**src/rtl/bus_arbiter_2to1.sv**
```systemverilog
// bus_arbiter_2to1: round-robin arbiter sharing one Manta register bus between two host
// bridges (A = Ethernet, B = UART), with one request slot per bridge and a response timeout.
module bus_arbiter_2to1 #(
  parameter int ADDR_WIDTH = 16,
  parameter int DATA_WIDTH = 16,
  parameter int TIMEOUT    = 1024
) (
  input  logic                  clk_i,
  input  logic                  rst_i,
  input  logic [ADDR_WIDTH-1:0] a_addr_i,
  input  logic [DATA_WIDTH-1:0] a_wdata_i,
  input  logic                  a_rw_i,
  input  logic                  a_valid_i,
  output logic                  a_busy_o,
  output logic                  a_drop_o,
  output logic [DATA_WIDTH-1:0] a_rdata_o,
  output logic                  a_rvalid_o,
  output logic                  a_timeout_o,
  input  logic [ADDR_WIDTH-1:0] b_addr_i,
  input  logic [DATA_WIDTH-1:0] b_wdata_i,
  input  logic                  b_rw_i,
  input  logic                  b_valid_i,
  output logic                  b_busy_o,
  output logic                  b_drop_o,
  output logic [DATA_WIDTH-1:0] b_rdata_o,
  output logic                  b_rvalid_o,
  output logic                  b_timeout_o,
  output logic [ADDR_WIDTH-1:0] bus_addr_o,
  output logic [DATA_WIDTH-1:0] bus_wdata_o,
  output logic                  bus_rw_o,
  output logic                  bus_valid_o,
  input  logic [DATA_WIDTH-1:0] bus_rdata_i,
  input  logic                  bus_rvalid_i
);

  localparam int TimerWidth = (TIMEOUT > 0) ? $clog2(TIMEOUT + 1) : 1;

  typedef enum logic [1:0] {IDLE, ISSUE, WAIT} state_e;

  state_e                 state_q, state_d;
  logic                   grant_q, grant_d;
  logic                   lastGrant_q, lastGrant_d;
  logic [TimerWidth-1:0]  timer_q, timer_d, timerInc;

  logic                   aBusy_q, aBusy_d, aRw_q, aRw_d, aDrop_q, aDrop_d;
  logic [ADDR_WIDTH-1:0]  aAddr_q, aAddr_d;
  logic [DATA_WIDTH-1:0]  aWdata_q, aWdata_d;
  logic                   bBusy_q, bBusy_d, bRw_q, bRw_d, bDrop_q, bDrop_d;
  logic [ADDR_WIDTH-1:0]  bAddr_q, bAddr_d;
  logic [DATA_WIDTH-1:0]  bWdata_q, bWdata_d;

  logic [DATA_WIDTH-1:0]  aRdata_q, aRdata_d, bRdata_q, bRdata_d;
  logic                   aRvalid_q, aRvalid_d, bRvalid_q, bRvalid_d;
  logic                   aTimeout_q, aTimeout_d, bTimeout_q, bTimeout_d;

  logic [ADDR_WIDTH-1:0]  busAddr_q, busAddr_d;
  logic [DATA_WIDTH-1:0]  busWdata_q, busWdata_d;
  logic                   busRw_q, busRw_d, busValid_q, busValid_d;

  logic                   aClear, bClear, pickB, respond, respondTimeout;
  logic [DATA_WIDTH-1:0]  rspData;

  // Tie goes to the requester that was not served last (grant 0 = A, 1 = B).
  assign pickB = bBusy_q && (!aBusy_q || !lastGrant_q);

  always_comb begin
    state_d        = state_q;
    grant_d        = grant_q;
    lastGrant_d    = lastGrant_q;
    timer_d        = timer_q;
    timerInc       = (timer_q == '1) ? timer_q : timer_q + TimerWidth'(1);
    busAddr_d      = busAddr_q;
    busWdata_d     = busWdata_q;
    busRw_d        = busRw_q;
    busValid_d     = 1'b0;
    aRdata_d       = aRdata_q;
    bRdata_d       = bRdata_q;
    aRvalid_d      = 1'b0;
    bRvalid_d      = 1'b0;
    aTimeout_d     = 1'b0;
    bTimeout_d     = 1'b0;
    aClear         = 1'b0;
    bClear         = 1'b0;
    respond        = 1'b0;
    respondTimeout = 1'b0;
    rspData        = '0;

    case (state_q)
      IDLE: begin
        if (aBusy_q || bBusy_q) begin
          grant_d    = pickB;
          busAddr_d  = pickB ? bAddr_q  : aAddr_q;
          busWdata_d = pickB ? bWdata_q : aWdata_q;
          busRw_d    = pickB ? bRw_q    : aRw_q;
          busValid_d = 1'b1;
          state_d    = ISSUE;
        end
      end
      ISSUE: begin
        timer_d = '0;
        state_d = WAIT;
      end
      WAIT: begin
        // A real response beats a timeout that expires in the same cycle.
        if (bus_rvalid_i) begin
          respond = 1'b1;
          rspData = bus_rdata_i;
        end else if ((TIMEOUT > 0) && (timerInc == TimerWidth'(TIMEOUT))) begin
          respond        = 1'b1;
          respondTimeout = 1'b1;
        end else begin
          timer_d = timerInc;
        end
      end
      default: state_d = IDLE;
    endcase

    // Timeouts also rotate the grant so a dead target cannot starve the other side.
    if (respond) begin
      if (grant_q) begin
        bRvalid_d  = 1'b1;
        bRdata_d   = rspData;
        bTimeout_d = respondTimeout;
        bClear     = 1'b1;
      end else begin
        aRvalid_d  = 1'b1;
        aRdata_d   = rspData;
        aTimeout_d = respondTimeout;
        aClear     = 1'b1;
      end
      lastGrant_d = grant_q;
      state_d     = IDLE;
    end
  end

  always_comb begin
    aBusy_d  = aBusy_q;
    aAddr_d  = aAddr_q;
    aWdata_d = aWdata_q;
    aRw_d    = aRw_q;
    aDrop_d  = 1'b0;
    bBusy_d  = bBusy_q;
    bAddr_d  = bAddr_q;
    bWdata_d = bWdata_q;
    bRw_d    = bRw_q;
    bDrop_d  = 1'b0;
    if (aClear) aBusy_d = 1'b0;
    if (bClear) bBusy_d = 1'b0;
    if (a_valid_i) begin
      if (aBusy_q) begin
        aDrop_d = 1'b1;
      end else begin
        aBusy_d  = 1'b1;
        aAddr_d  = a_addr_i;
        aWdata_d = a_wdata_i;
        aRw_d    = a_rw_i;
      end
    end
    if (b_valid_i) begin
      if (bBusy_q) begin
        bDrop_d = 1'b1;
      end else begin
        bBusy_d  = 1'b1;
        bAddr_d  = b_addr_i;
        bWdata_d = b_wdata_i;
        bRw_d    = b_rw_i;
      end
    end
  end

  always_ff @(posedge clk_i or posedge rst_i) begin
    if (rst_i) begin
      state_q     <= IDLE;
      grant_q     <= 1'b0;
      lastGrant_q <= 1'b1;
      timer_q     <= '0;
      aBusy_q     <= 1'b0;
      aAddr_q     <= '0;
      aWdata_q    <= '0;
      aRw_q       <= 1'b0;
      aDrop_q     <= 1'b0;
      bBusy_q     <= 1'b0;
      bAddr_q     <= '0;
      bWdata_q    <= '0;
      bRw_q       <= 1'b0;
      bDrop_q     <= 1'b0;
      aRdata_q    <= '0;
      bRdata_q    <= '0;
      aRvalid_q   <= 1'b0;
      bRvalid_q   <= 1'b0;
      aTimeout_q  <= 1'b0;
      bTimeout_q  <= 1'b0;
      busAddr_q   <= '0;
      busWdata_q  <= '0;
      busRw_q     <= 1'b0;
      busValid_q  <= 1'b0;
    end else begin
      state_q     <= state_d;
      grant_q     <= grant_d;
      lastGrant_q <= lastGrant_d;
      timer_q     <= timer_d;
      aBusy_q     <= aBusy_d;
      aAddr_q     <= aAddr_d;
      aWdata_q    <= aWdata_d;
      aRw_q       <= aRw_d;
      aDrop_q     <= aDrop_d;
      bBusy_q     <= bBusy_d;
      bAddr_q     <= bAddr_d;
      bWdata_q    <= bWdata_d;
      bRw_q       <= bRw_d;
      bDrop_q     <= bDrop_d;
      aRdata_q    <= aRdata_d;
      bRdata_q    <= bRdata_d;
      aRvalid_q   <= aRvalid_d;
      bRvalid_q   <= bRvalid_d;
      aTimeout_q  <= aTimeout_d;
      bTimeout_q  <= bTimeout_d;
      busAddr_q   <= busAddr_d;
      busWdata_q  <= busWdata_d;
      busRw_q     <= busRw_d;
      busValid_q  <= busValid_d;
    end
  end

  assign a_busy_o    = aBusy_q;
  assign a_drop_o    = aDrop_q;
  assign a_rdata_o   = aRdata_q;
  assign a_rvalid_o  = aRvalid_q;
  assign a_timeout_o = aTimeout_q;
  assign b_busy_o    = bBusy_q;
  assign b_drop_o    = bDrop_q;
  assign b_rdata_o   = bRdata_q;
  assign b_rvalid_o  = bRvalid_q;
  assign b_timeout_o = bTimeout_q;
  assign bus_addr_o  = busAddr_q;
  assign bus_wdata_o = busWdata_q;
  assign bus_rw_o    = busRw_q;
  assign bus_valid_o = busValid_q;

endmodule
```
**config.mk**
```make
export PLATFORM = sky130hd
export DESIGN_NAME = bus_arbiter_2to1
export DESIGN_NICKNAME = d
export VERILOG_FILES = /design/src/rtl/bus_arbiter_2to1.sv
export SDC_FILE = /design/constraint.sdc
export NUM_CORES = 1
export LEC_CHECK = 0
export CORE_UTILIZATION = 44
export DETAILED_ROUTE_END_ITERATION = 10
export HOLD_SLACK_MARGIN = 0.15
export PLACE_DENSITY = 0.87
export SETUP_SLACK_MARGIN = 0.05
export SYNTH_ARGS = -nofsm -noshare
export SYNTH_HDL_FRONTEND = slang
export SYNTH_SLANG_ARGS = --single-unit
export TNS_END_PERCENT = 5
```
**constraint.sdc**
```tcl
create_clock -name clk_i -period 4.64 [get_ports clk_i]
set_input_delay 0.696 -clock clk_i [delete_from_list [all_inputs] [get_ports clk_i]]
set_output_delay 0.696 -clock clk_i [all_outputs]
set_load 0.05 [all_outputs]
```
## After elaboration in Yosys (flattened, before gate mapping)

Index checks and enable logic that the tools add are counted.

| word-level totals | value |
|---|---|
| flip-flop bits (word level) | 155 |
| bits of input ports | 87 |
| output and inout port bits | 74 |
| logic and storage cells | 87 |

| cells by class | value |
|---|---|
| add/subtract/negate cells | 1 |
| equal/unequal tests | 8 |
| muxes and demuxes | 37 |
| bitwise operators | 3 |
| reduce and logical (&&, ||, !) cells | 14 |

Operators with widths:

| kind | count |
|---|---|
| $mux W16 | 4 |
| $mux W11 | 3 |
| $mux W1 | 26 |
| $eq A11 B11 Y1 const B | 2 |
| $pmux W11 S2 | 1 |
| $reduce_and A2 Y1 | 6 |
| $add A11 B1 Y11 const B | 1 |
| $ne A2 B2 Y1 const B | 3 |
| $pmux W2 S3 | 1 |
| $mux W2 | 2 |
| $ne A3 B3 Y1 const B | 1 |
| $not A1 Y1 | 3 |
| $reduce_and A3 Y1 | 1 |
| $eq A2 B1 Y1 const B | 1 |
| $eq A2 B2 Y1 const B | 1 |
| $logic_not A1 Y1 | 2 |
| $logic_not A2 Y1 | 1 |
| $logic_or A1 B1 Y1 | 2 |
| $reduce_bool A2 Y1 | 1 |
| $logic_and A1 B1 Y1 | 1 |

## Depth between registers and ports, before layout

| depth | value |
|---|---|
| word-level depth | 10 |
| depth in mapped cells | 11 |
| gate-level depth less buffers | 8 |

## Worst setup path before layout

No wires, ideal clock.

| timing path | value |
|---|---|
| path type | register -> register |
| from | register timer_q[0] |
| to | register timer_q[7] |
| setup time | 119 ps |
| data arrival time | 2,179 ps |
| data required time | 4,521 ps |
| slack | 2,342 ps |
| cell stages (with the launch flop) | 10 |
| path buffers | 2 |
| period minus slack after synthesis | 2,298 ps |
| cell sequence | dfrtp_1 > ha_1 > and3_1 > buf_4 > a31oi_1 > mux2_4 > a41o_1 > buf_6 > o41a_1 > o21a_1 |

| between the ends | value |
|---|---|
| longest elaborated chain between the ends | 5 |
| elaborated cells on any way between the ends | 9 |
| those cells by class | add/sub (1); eq/ne (3); mux (4); reduce/logical (1) |

Ends and longest elaborated chain:

| element | RTL line | text |
|---|---|---|
| start, declared | 43 | `logic [TimerWidth-1:0] timer_q, timer_d, timerInc;` |
| start signal, assigned | 201 | `timer_q <= timer_d;` |
| $add A11 B1 Y11 or $eq A11 B11 Y1 (tied branches) | 71 | `timerInc = (timer_q == '1) ? timer_q : timer_q + TimerWidth'(1);` |
| $mux W11 (*) | 71 |  |
| $eq A11 B11 Y1 or $mux W11 (tied branches) | 108 | `end else if ((TIMEOUT > 0) && (timerInc == TimerWidth'(TIMEOUT))) begin` |
| $ne A2 B2 Y1 (no source line) or $mux W11 (tied branches) | -- |  |
| $reduce_and A3 Y1 (no source line) or $pmux W11 S2 (tied branches) | -- |  |

Mark *: on every way between the ends. The rest lies on a longest branch, timed or not. The select of a mux whose other input is x is not followed.
A chain may end at the register's enable or synchronous reset.

## Worst setup path in the final report

| timing path | value |
|---|---|
| from | register timer_q[0] |
| to | register bRdata_q[15], in the netlist b_rdata_o[15] |

| between the ends | value |
|---|---|
| longest elaborated chain between the ends | 7 |
| elaborated cells on any way between the ends | 8 |
| those cells by class | add/sub (1); eq/ne (2); mux (4); reduce/logical (1) |

Ends and longest elaborated chain:

| element | RTL line | text |
|---|---|---|
| $add A11 B1 Y11 or $eq A11 B11 Y1 (tied branches) | 71 |  |
| $mux W11 (*) | 71 |  |
| $eq A11 B11 Y1 (*) | 108 |  |
| $mux W1 (*) | 108 |  |
| $mux W1 (*) | 105 | `if (bus_rvalid_i) begin` |
| $mux W1 (*) | 88 | `case (state_q)` |
| $reduce_and A2 Y1 (no source line) (*) | -- |  |
| end signal, assigned | 213 | `bRdata_q <= bRdata_d;` |
| end, declared | 52 | `logic [DATA_WIDTH-1:0] aRdata_q, aRdata_d, bRdata_q, bRdata_d;` |

Mark *: on every way between the ends. The rest lies on a longest branch, timed or not.

==> flow_summary_export.csv <==
group,metric,value,unit
placement,pre_cts_slack,1.98,ns
power,ir_drop,0.000499,V
floorplan,core_area,0.0140,mm²
route,drt_wl_total,15000,µm
route,num_vias,4500,
finish,layout-drive-gt1-share,17.8,%
logic_synthesis,netlist_area,0.00635,mm²
floorplan,io_pins,161,
logic_synthesis,synth_area_leaders,"dfrtp_1, mux2_2, mux2i_1",
outcome,status,"complete, no violations",
sta,period_needed,2.70,ns
finish,nets,728,
critical_path,critical_path_required,4.94,ns
route,wl_per_cell,18.1,µm
cts,root_buffer,"clkbuf_16",
min_path,holdCritStartpoint,"bus_addr_o[8]$_DFFE_PP0P_",
cts,clkTransAtPathRegs,0.06,ns
power,p_leak,3.85,nW
critical_path,critPathArrivalTime,3.00,ns
critical_path,worstReg2RegEnd,"b_rdata_o[15]$_DFFE_PP0N_",
cts,insertion_delay,0.42,ns
sta,maxSlewViolCount,0,
sta,fin_crit_sh,58.3,%
route,highest_layer,"met4",
power,total_power,6.87,mW
placement,dp.cells,801,
logic_synthesis,postSynthCellCount,490,
job,cap_viol_max_count,0,
finish,diodes,0,
logic_synthesis,seq_area_frac_synth,61.1,%
cts,cts_htree_levels,4,
route,met1Wirelength,6120,µm
sta,setup_viol,0,
route,dr.pass1.iters,4,
sta,rsz0062_at_grt,"no",
sta,max_freq,370,MHz
critical_path,critPathLaunchType,"flop",
floorplan,fp.dieW,122,µm
logic_synthesis,async_flop_share,100,%
route,wl_met2,7730,µm
placement,place_hpwl,9930,µm
critical_path,r2r_slack,1.94,ns
route,routed-wl-met3,993,µm
logic_synthesis,synth_nets,578,
floorplan,die_area,0.0149,mm²
critical_path,crit_path_end_kind,"flop",
finish,stdcell_count,833,
global_routing,grt_max_degree,156,
cts,cts_buffers,17,
min_path,hold_end,"bus_addr_o[8]$_DFFE_PP0P_",
floorplan,die_h,122,µm
floorplan,initial_core_util,45.4,%
sta,hold_violations,0,
global_routing,overflow,0,
cts,clock-sinks,155,
sta,skew,0.00681,ns
power,cellPowerDensity,786,mW/mm²
critical_path,worstSetupPathType,"flop to flop",
route,ant_nets,0,
sta,worst_pin_slew,1.14,ns
cts,cts_tree,"built",
critical_path,rr_startpoint,"timer_q[0]$_DFFE_PP0P_",
cts,cts_resized,0,
logic_synthesis,yosysUniqueCellTypes,47,
logic_synthesis,syn_avg_cell_area,13.0,µm²
floorplan,rows,43,
sta,worst_slack,1.94,ns
critical_path,reg2reg_depth,8,
placement,place_congestion,0.825,
logic_synthesis,yosysWarnings,0,
sta,setup_tns,0,ns
logic_synthesis,yosysTopAreaCell,"dfrtp_1",
global_routing,grt_pass1_wl,24200,µm
route,drc,0,
logic_synthesis,synth-edff-count,0,
logic_synthesis,ys_seq_elements,155,
global_routing,antenna_found_initial,0,
min_path,holdPathStages,2,
cts,clk_path_buf_depth,2,
route,vias_per_cell,5.40,
cts,cts_hold_buf,0,
logic_synthesis,synth_ff_type,"dfrtp_1",
placement,io_buffer_count,160,
cts,cts_setup_buffers,0,
global_routing,grtUsageTotal,21.5,%
finish,syn_to_final_growth,37.7,%
critical_path,crit_fanout,19,
logic_synthesis,synth_top_area_share,60.7,%
min_path,holdCritPathClass,"flop to flop",
global_routing,grt_pass1_vias,4811,
route,drt_iter0_markers,244,
sta,relSlewSlack,24.1,%
==> cells by family (layout without fill, tap and decap cells) <==
group                      count (synthesis)  in the layout  synth area share, %
adders and majority gates                  1              1                0.197
buffers and inverters                     39            202                 2.60
and+or+nand+nor                           94             94                 7.47
muxes                                    105            105                 18.0
AOI/OAI and AO/OA                         95             95                 10.5
DFF                                      155            155                 61.1
xor gates and xnor gates                   1              1                0.138
==> through the flow <==
step / utilization [%] / hold slack [ns] / instance area (µm²)
final: 62.5 / 0.481 / 8750
after global routing: 62.5 / 0.511 / 8750
after CTS: 62.5 / 0.486 / 8750
after detailed placement: 58.0 / 0.472 / 8110
after global placement: 58.0 / 0.464 / 8110
after floorplan: - / 0.456 / 6350
==> state kept, by name, summed over array words and instances (netlist names), 2 cells and up <==
register and flops:
aAddr_q 16, aWdata_q 16, a_rdata_o 16, bAddr_q 16
bWdata_q 16, b_rdata_o 16, bus_addr_o 16, bus_wdata_o 16
state_q 2, timer_q 11
==> layout by cell type, fill, tap and decap left out, types with 5 or more instances in the layout <==
master,count
inv_1,6
clkdlybuf4s50_1,160
nand3_1,5
nor4_1,5
clkbuf_16,17
nor2_1,7
a22o_1,32
o21ai_0,37
dfrtp_1,154
mux2_2,67
mux2i_1,37
and3_1,7
nand2_1,47
==> critical path: stages, from the launching register on <==
cell and delay, ns:
dfrtp_1 0.44, ha_1 0.27, and3_1 0.26, nand2_1 0.13, nand3b_1 0.08, a21oi_1 0.28, a41o_1 0.51, nand3_4 0.31
a22o_1 0.29
==> cell type report <==
type,count,area [µm²]
multi-input combinational,296,2340
inverter,7,30.0
fill,1053,5240
timing repair buffer,163,1640
sequential,155,3880
clock inverter,14,193
tap,180,225
clock buffer,18,439
==> report_power, final <==
part           internal (mW)  switching, mW
Sequential              1.97          0.372
Combinational           1.21           1.85
Clock                  0.915          0.551
Total                   4.10           2.77
==> Yosys cell counts, types with 3 or more instances <==
cell      number
dfrtp_1      154
mux2_2        67
nand2_1       47
o21ai_0       38
mux2i_1       37
a22o_1        32
clkbuf_1      19
and3_1         7
buf_1          7
inv_1          7
nor2_1         7
nand3_1        5
nor4_1         5
a21oi_1        4
a31oi_1        4
nor2b_1        4
nor3_1         4
and2_1         3
==> routing by layer <==
layer,vias to the layer above,global-route usage [%]
met5,-,0
met4,0,7.70
met3,19,7.91
met2,137,36.6
met1,2281,24.6
li1,2063,-
==> worst max-delay path by stage <==
| stage | slack [ns] | cells after the start | startpoint | endpoint |
|---|---|---|---|---|
| after CTS | 1.97 | 8 | timer_q[0]$_DFFE_PP0P_ | b_rdata_o[15]$_DFFE_PP0N_ |
| final | 1.94 | 8 | timer_q[0]$_DFFE_PP0P_ | b_rdata_o[15]$_DFFE_PP0N_ |
| after floorplan | 1.99 | 1 | rst_i | aAddr_q[0]$_DFFE_PP0P_ |
| after global placement | 1.98 | 3 | b_valid_i | bWdata_q[8]$_DFFE_PP0P_ |
| after global routing | 1.77 | 8 | timer_q[0]$_DFFE_PP0P_ | b_rdata_o[15]$_DFFE_PP0N_ |
| after detailed placement | 1.98 | 8 | timer_q[0]$_DFFE_PP0P_ | b_rdata_o[15]$_DFFE_PP0N_ |
Power figures use the tool's default switching activity.
